===== config.mk =====
export PLATFORM = sky130hd
export DESIGN_NAME = muldiv_unit
export DESIGN_NICKNAME = d
export VERILOG_FILES = /design/src/rtl/muldiv_unit.sv
export SDC_FILE = /design/constraint.sdc
export NUM_CORES = 1
export LEC_CHECK = 0
export CAP_MARGIN = 25
export CORE_MARGIN = 2
export CORE_UTILIZATION = 55
export CTS_CLUSTER_SIZE = 8
export DETAILED_ROUTE_END_ITERATION = 8
export PLACE_DENSITY = 0.8
export SLEW_MARGIN = 25
export SYNTH_ARGS = -nofsm -noshare
export SYNTH_HDL_FRONTEND = slang
export SYNTH_SLANG_ARGS = --single-unit

===== constraint.sdc =====
create_clock -name clk -period 10.19 [get_ports clk]
set_input_delay 2.038 -clock clk [delete_from_list [all_inputs] [get_ports clk]]
set_output_delay 2.038 -clock clk [all_outputs]
set_load 0.005 [all_outputs]

===== src/rtl/muldiv_unit.sv =====
// Iterative radix-2 MULT/MULTU/DIV/DIVU unit that owns the architectural HI/LO registers.
// Signed MULT/DIV support is built only when MULDIV_SIGNED_EN is defined; otherwise op[1] is ignored.
module muldiv_unit #(
  parameter int WIDTH = 32
) (
  input  logic             clk,
  input  logic             rst,
  input  logic             start,
  input  logic [1:0]       op,
  input  logic [WIDTH-1:0] data_a,
  input  logic [WIDTH-1:0] data_b,
  input  logic             en_hi,
  input  logic             en_lo,
  input  logic [WIDTH-1:0] data_w,
  output logic             busy,
  output logic             done,
  output logic [WIDTH-1:0] hi,
  output logic [WIDTH-1:0] lo
);

  localparam int CW = $clog2(WIDTH);

  typedef enum logic [1:0] {IDLE, MUL, DIV, DONE} state_t;

  state_t state, state_next;

  logic [CW-1:0]    cnt;
  logic [WIDTH:0]   acc_hi;   // product upper half, or partial remainder
  logic [WIDTH-1:0] acc_lo;   // multiplier bits, or dividend/quotient bits
  logic [WIDTH-1:0] opnd;     // multiplicand, or divisor
  logic             div_zero;

  logic             idle_like;
  logic             accept;
  logic             last;
  logic [WIDTH-1:0] mag_a;
  logic [WIDTH-1:0] mag_b;

  logic [WIDTH:0]   mul_sum;
  logic [WIDTH+1:0] div_shift;
  logic [WIDTH+1:0] div_diff;
  logic [WIDTH:0]   hi_step;
  logic [WIDTH-1:0] lo_step;
  logic [WIDTH-1:0] res_hi;
  logic [WIDTH-1:0] res_lo;

  assign idle_like = (state == IDLE) || (state == DONE);
  assign accept    = start && idle_like;
  assign last      = (cnt == '0);
  assign busy      = (state == MUL) || (state == DIV);
  assign done      = (state == DONE);

`ifdef MULDIV_SIGNED_EN
  logic neg_a, neg_b;
  logic sign_a, sign_b;

  assign neg_a = op[1] & data_a[WIDTH-1];
  assign neg_b = op[1] & data_b[WIDTH-1];
  assign mag_a = neg_a ? -data_a : data_a;
  assign mag_b = neg_b ? -data_b : data_b;
`else
  logic op_sign_unused;

  assign op_sign_unused = op[1];
  assign mag_a          = data_a;
  assign mag_b          = data_b;
`endif

  // One iteration of the shared datapath; also feeds the result write on the final cycle.
  always_comb begin
    // NOTE: every variable gets a default first so no path leaves it unassigned and infers a latch.
    mul_sum   = {1'b0, acc_hi[WIDTH-1:0]} + {1'b0, (acc_lo[0] ? opnd : '0)};
    div_shift = {acc_hi, acc_lo[WIDTH-1]};
    div_diff  = div_shift - {2'b00, opnd};
    hi_step   = {1'b0, mul_sum[WIDTH:1]};
    lo_step   = {mul_sum[0], acc_lo[WIDTH-1:1]};
    if (state == DIV) begin
      hi_step = div_diff[WIDTH+1] ? div_shift[WIDTH:0] : div_diff[WIDTH:0];
      lo_step = {acc_lo[WIDTH-2:0], ~div_diff[WIDTH+1]};
    end
  end

  always_comb begin
    res_hi = hi_step[WIDTH-1:0];
    res_lo = lo_step;
`ifdef MULDIV_SIGNED_EN
    if (state == MUL) begin
      if (sign_a ^ sign_b) {res_hi, res_lo} = -{hi_step[WIDTH-1:0], lo_step};
    end else begin
      if (sign_a ^ sign_b) res_lo = -lo_step;
      if (sign_a)          res_hi = -hi_step[WIDTH-1:0];
    end
`endif
    // A zero divisor leaves the dividend in the remainder; only the quotient needs forcing.
    if ((state == DIV) && div_zero) res_lo = '1;
  end

  always_comb begin
    state_next = state;
    case (state)
      IDLE, DONE: begin
        if (start)              state_next = op[0] ? DIV : MUL;
        else if (state == DONE) state_next = IDLE;
      end
      MUL, DIV: if (last) state_next = DONE;
      default:  state_next = IDLE;
    endcase
  end

  // NOTE: sequential state uses non-blocking assignments so every register samples pre-edge values.
  always_ff @(posedge clk or posedge rst) begin
    if (rst) state <= IDLE;
    else     state <= state_next;
  end

  // NOTE: hi/lo are architectural and must read zero after reset, so they are reset with the rest.
  always_ff @(posedge clk or posedge rst) begin
    if (rst) begin
      cnt      <= '0;
      acc_hi   <= '0;
      acc_lo   <= '0;
      opnd     <= '0;
      div_zero <= 1'b0;
      hi       <= '0;
      lo       <= '0;
`ifdef MULDIV_SIGNED_EN
      sign_a   <= 1'b0;
      sign_b   <= 1'b0;
`endif
    end else if (accept) begin
      cnt      <= CW'(WIDTH - 1);
      acc_hi   <= '0;
      acc_lo   <= op[0] ? mag_a : mag_b;
      opnd     <= op[0] ? mag_b : mag_a;
      div_zero <= (data_b == '0);
`ifdef MULDIV_SIGNED_EN
      sign_a   <= neg_a;
      sign_b   <= neg_b;
`endif
    end else if (busy) begin
      acc_hi <= hi_step;
      acc_lo <= lo_step;
      cnt    <= cnt - CW'(1);
      if (last) begin
        hi <= res_hi;
        lo <= res_lo;
      end
    end else begin
      if (en_hi) hi <= data_w;
      if (en_lo) lo <= data_w;
    end
  end

endmodule


==> run metrics <==
status completed; Most used DFF post-synth dfrtp_1; clock latency on the worst-skew pair 440 ps; multi-input logic area 7820 µm²; # rows 55; crit path time final 4170 ps; Clock Tree Buf Depth 2; worst reg-to-reg path cell count 11; final hold viol count 0; Layout fillers 1906; drt pass-1 iters 6; required time of the critical path 8150 ps; Detailed Route Iter0 Violations 1382; first-pass GRT wire length 62900 µm; Layout Nets 1799; EDFF count, synth 0; Least-Margin Pin Slew 960 ps; input/output buffers 167; Area Growth Syn to Fin 19.4%; peak supply drop 0.274 mV; Residual DRC 0; Post-Syn Nets 1689; RR Endpoint hi[9]$_DFFE_PP0P_; total grt overflow 0; CORE AREA 22600 µm²; r2r setup slk 6160 ps; Critical Path AT 2130 ps; Ports 169; setup TNS 0 ps; share of cells above drive strength 1 0.0519; clock-pin slew on the worst setup and hold paths 70 ps; Placer Congestion 0.963; TritonCTS Buffers 17; Crit Path Max Fanout 25; Period Utilization, post-route 0.409; Cell variety after synth 80; Initial Util 0.560; Routed Antenna Nets 0; Max Transition Viols Final 0; post-DR vias/cell 6.36; initial antenna violation count 0; WL final 40400 µm; DIE WIDTH 156 µm; Antenna Diode Count 0; H-tree depth 4; Max-slew headroom 0.359; Post-Syn Area 12600 µm²; CTS sink count 169; RSZ-0062 raised after global routing no; WL/cell 21.0 µm; Crit. End Element output pin; P_leak 6.69 nW; DP Wirelength 29600 µm; vias in the first global route 11280; hold_ws 482 ps; number of vias in the routed layout 12235; Final setup viols 0; CTS Hold Bufs 0; final setup skew 14.8 ps; sequential share of the synthesized area 0.335; Async SR Flop Fraction 1.00; PD cells 426 nW/µm²; CP Class reg -> out; CTS root buffer clkbuf_16; Post-CTS Setup Repair Bufs 0; FF+latch area 4230 µm²; die area 24200 µm²; GRT Util Overall 0.333; Synth Register Bits 169; hold path cells 2; Mapped Cells 1516; max_cap viols 0; CTS tree built; Avg Inst Size Synth 8.34 µm²; Synth warnings 0; Hold Crit Start hi[9]$_DFFE_PP0P_; CP Launch Type flip-flop; Reg-to-Reg Start acc_hi[1]$_DFFE_PP0P_; Die Ht 156 µm; post-CTS resize count 0; max frequency 0.240 GHz; largest net degree at the start of global routing 95; HP Class reg -> reg; Hold Path Sink hi[9]$_DFFE_PP0P_
## cell families after synthesis
group,share of synthesized area
muxes,0.0803
AOI/OAI and AO/OA,0.257
xor gates and xnor gates,0.0386
and+or+nand+nor,0.168
DFF,0.335
adders and majority gates,0.0705
buffers and inverters,0.0513
## layout make-up
| cell class | count | share of cell area |
|---|---|---|
| clock buffers | 17 | 0.0282 |
| clock inverters | 15 | 0.0115 |
| inverters | 77 | 0.0195 |
| multi-input cells | 1181 | 0.518 |
| flip-flops and latches | 169 | 0.280 |
| well taps | 285 | 0.0236 |
| repair buffers | 180 | 0.119 |
## flip-flops by register name, indices dropped and copies added (netlist names)
| signal | count |
|---|---|
| div_zero | 1 |
| hi | 32 |
| state | 2 |
| cnt | 5 |
| acc_hi | 33 |
| acc_lo | 32 |
| lo | 32 |
| opnd | 32 |
## cell usage in the layout (no fill, tap or decap), drive strengths merged, types with 7 or more instances in the layout
cell	n
nor2b	27
a221o	7
clkdlybuf4s50	165
a31oi	14
mux2	13
nand4	10
nand3	18
xnor2	27
nor3	24
nor4	11
dfrtp	169
inv	87
nand2b	9
a211oi	44
xor2	27
a21o	26
o211ai	22
o21ai	109
buf	15
a21oi	160
clkbuf	17
mux2i	86
ha	68
nand2	185
and2	40
o22a	28
nor2	112
o21bai	11
o31ai	13
a211o	9
and3	9
## how the worst max path moves through the flow
stage,to,cells past startpoint,startpoint,slack (ps)
after floorplan,acc_hi[0]$_DFFE_PP0P_,1,rst,3580
after global placement,lo[26]$_DFFE_PP0P_,6,start,5120
after detailed placement,lo[2]$_DFFE_PP0P_,6,start,5680
after CTS,busy,5,state[0]$_DFFE_PP0P_,6040
after global routing,busy,5,state[0]$_DFFE_PP0P_,5990
final,busy,5,state[0]$_DFFE_PP0P_,6020
## power by group
part           total, mW  internal, mW  switching, mW
Sequential          1.36          1.03          0.333
Combinational       4.39          1.78           2.60
Clock              0.675         0.353          0.323
## metal layers
metal / GRT usage / share of wire / up-vias
li1: - / - / 5673
met2: 0.504 / 0.44 / 571
met3: 0.0481 / 0.082 / 62
met1: 0.500 / 0.45 / 5929
met5: 0 / 0 / -
met4: 0.0900 / 0.022 / 0
## cell usage after synthesis, types with 4 or more instances
library cell  number  area, µm²
inv_1             77        289
nand2b_1           9       56.3
and2_1            40        250
mux2i_1           86        861
ha_1              68        851
a31oi_1           14       87.6
buf_1             16       60.1
o21bai_1          11       82.6
nor2_1           112        420
mux2_2             6       67.6
a211oi_1          41        308
o21ai_0          107        536
nand3_1           18       90.1
nand2_1          185        694
nand4_1           10       62.6
nor4_1            10       62.6
clkbuf_1          65        244
xnor2_1           25        219
a311oi_1           4       35.0
and3_1             9       56.3
o22a_1            28        245
o31ai_1           12       90.1
nand3b_1           4       30.0
xor2_1            27        236
a221o_1            7       70.1
nor3_1            23        115
nor2b_1           27        169
a21oi_1          156        781
o211ai_1          22        165
a41oi_1            4       35.0
a21o_1            26        195
dfrtp_1          169       4230
mux2_1             5       56.3
buf_2              4       20.0
o21a_1             5       37.5
a21oi_2            4       35.0
a22oi_1            5       37.5
a211o_1            9       78.8
## through the flow
stage / util / instance area, µm² / setup slack, ps / total power, mW / std cells
3_5_place_dp: 0.641 / 14500 / 5680 / 5.61 / 1891
3_3_place_gp: 0.640 / 14400 / 5120 / 5.49 / 1890
5_1_grt: 0.668 / 15100 / 5990 / 6.87 / 1924
6_report: 0.668 / 15100 / 6020 / 6.42 / 1924
4_1_cts: 0.667 / 15100 / 6040 / 6.31 / 1923
2_1_floorplan: - / 12600 / 3580 / 4.32 / 1516
## critical path, stage by stage (launching register included)
cell and delay [ps]:
dfrtp_1 410, inv_1 110, ha_4 210, inv_1 50, buf_4 360, clkdlybuf4s50_1 580
Note: power is estimated with default switching activity, not from simulation.
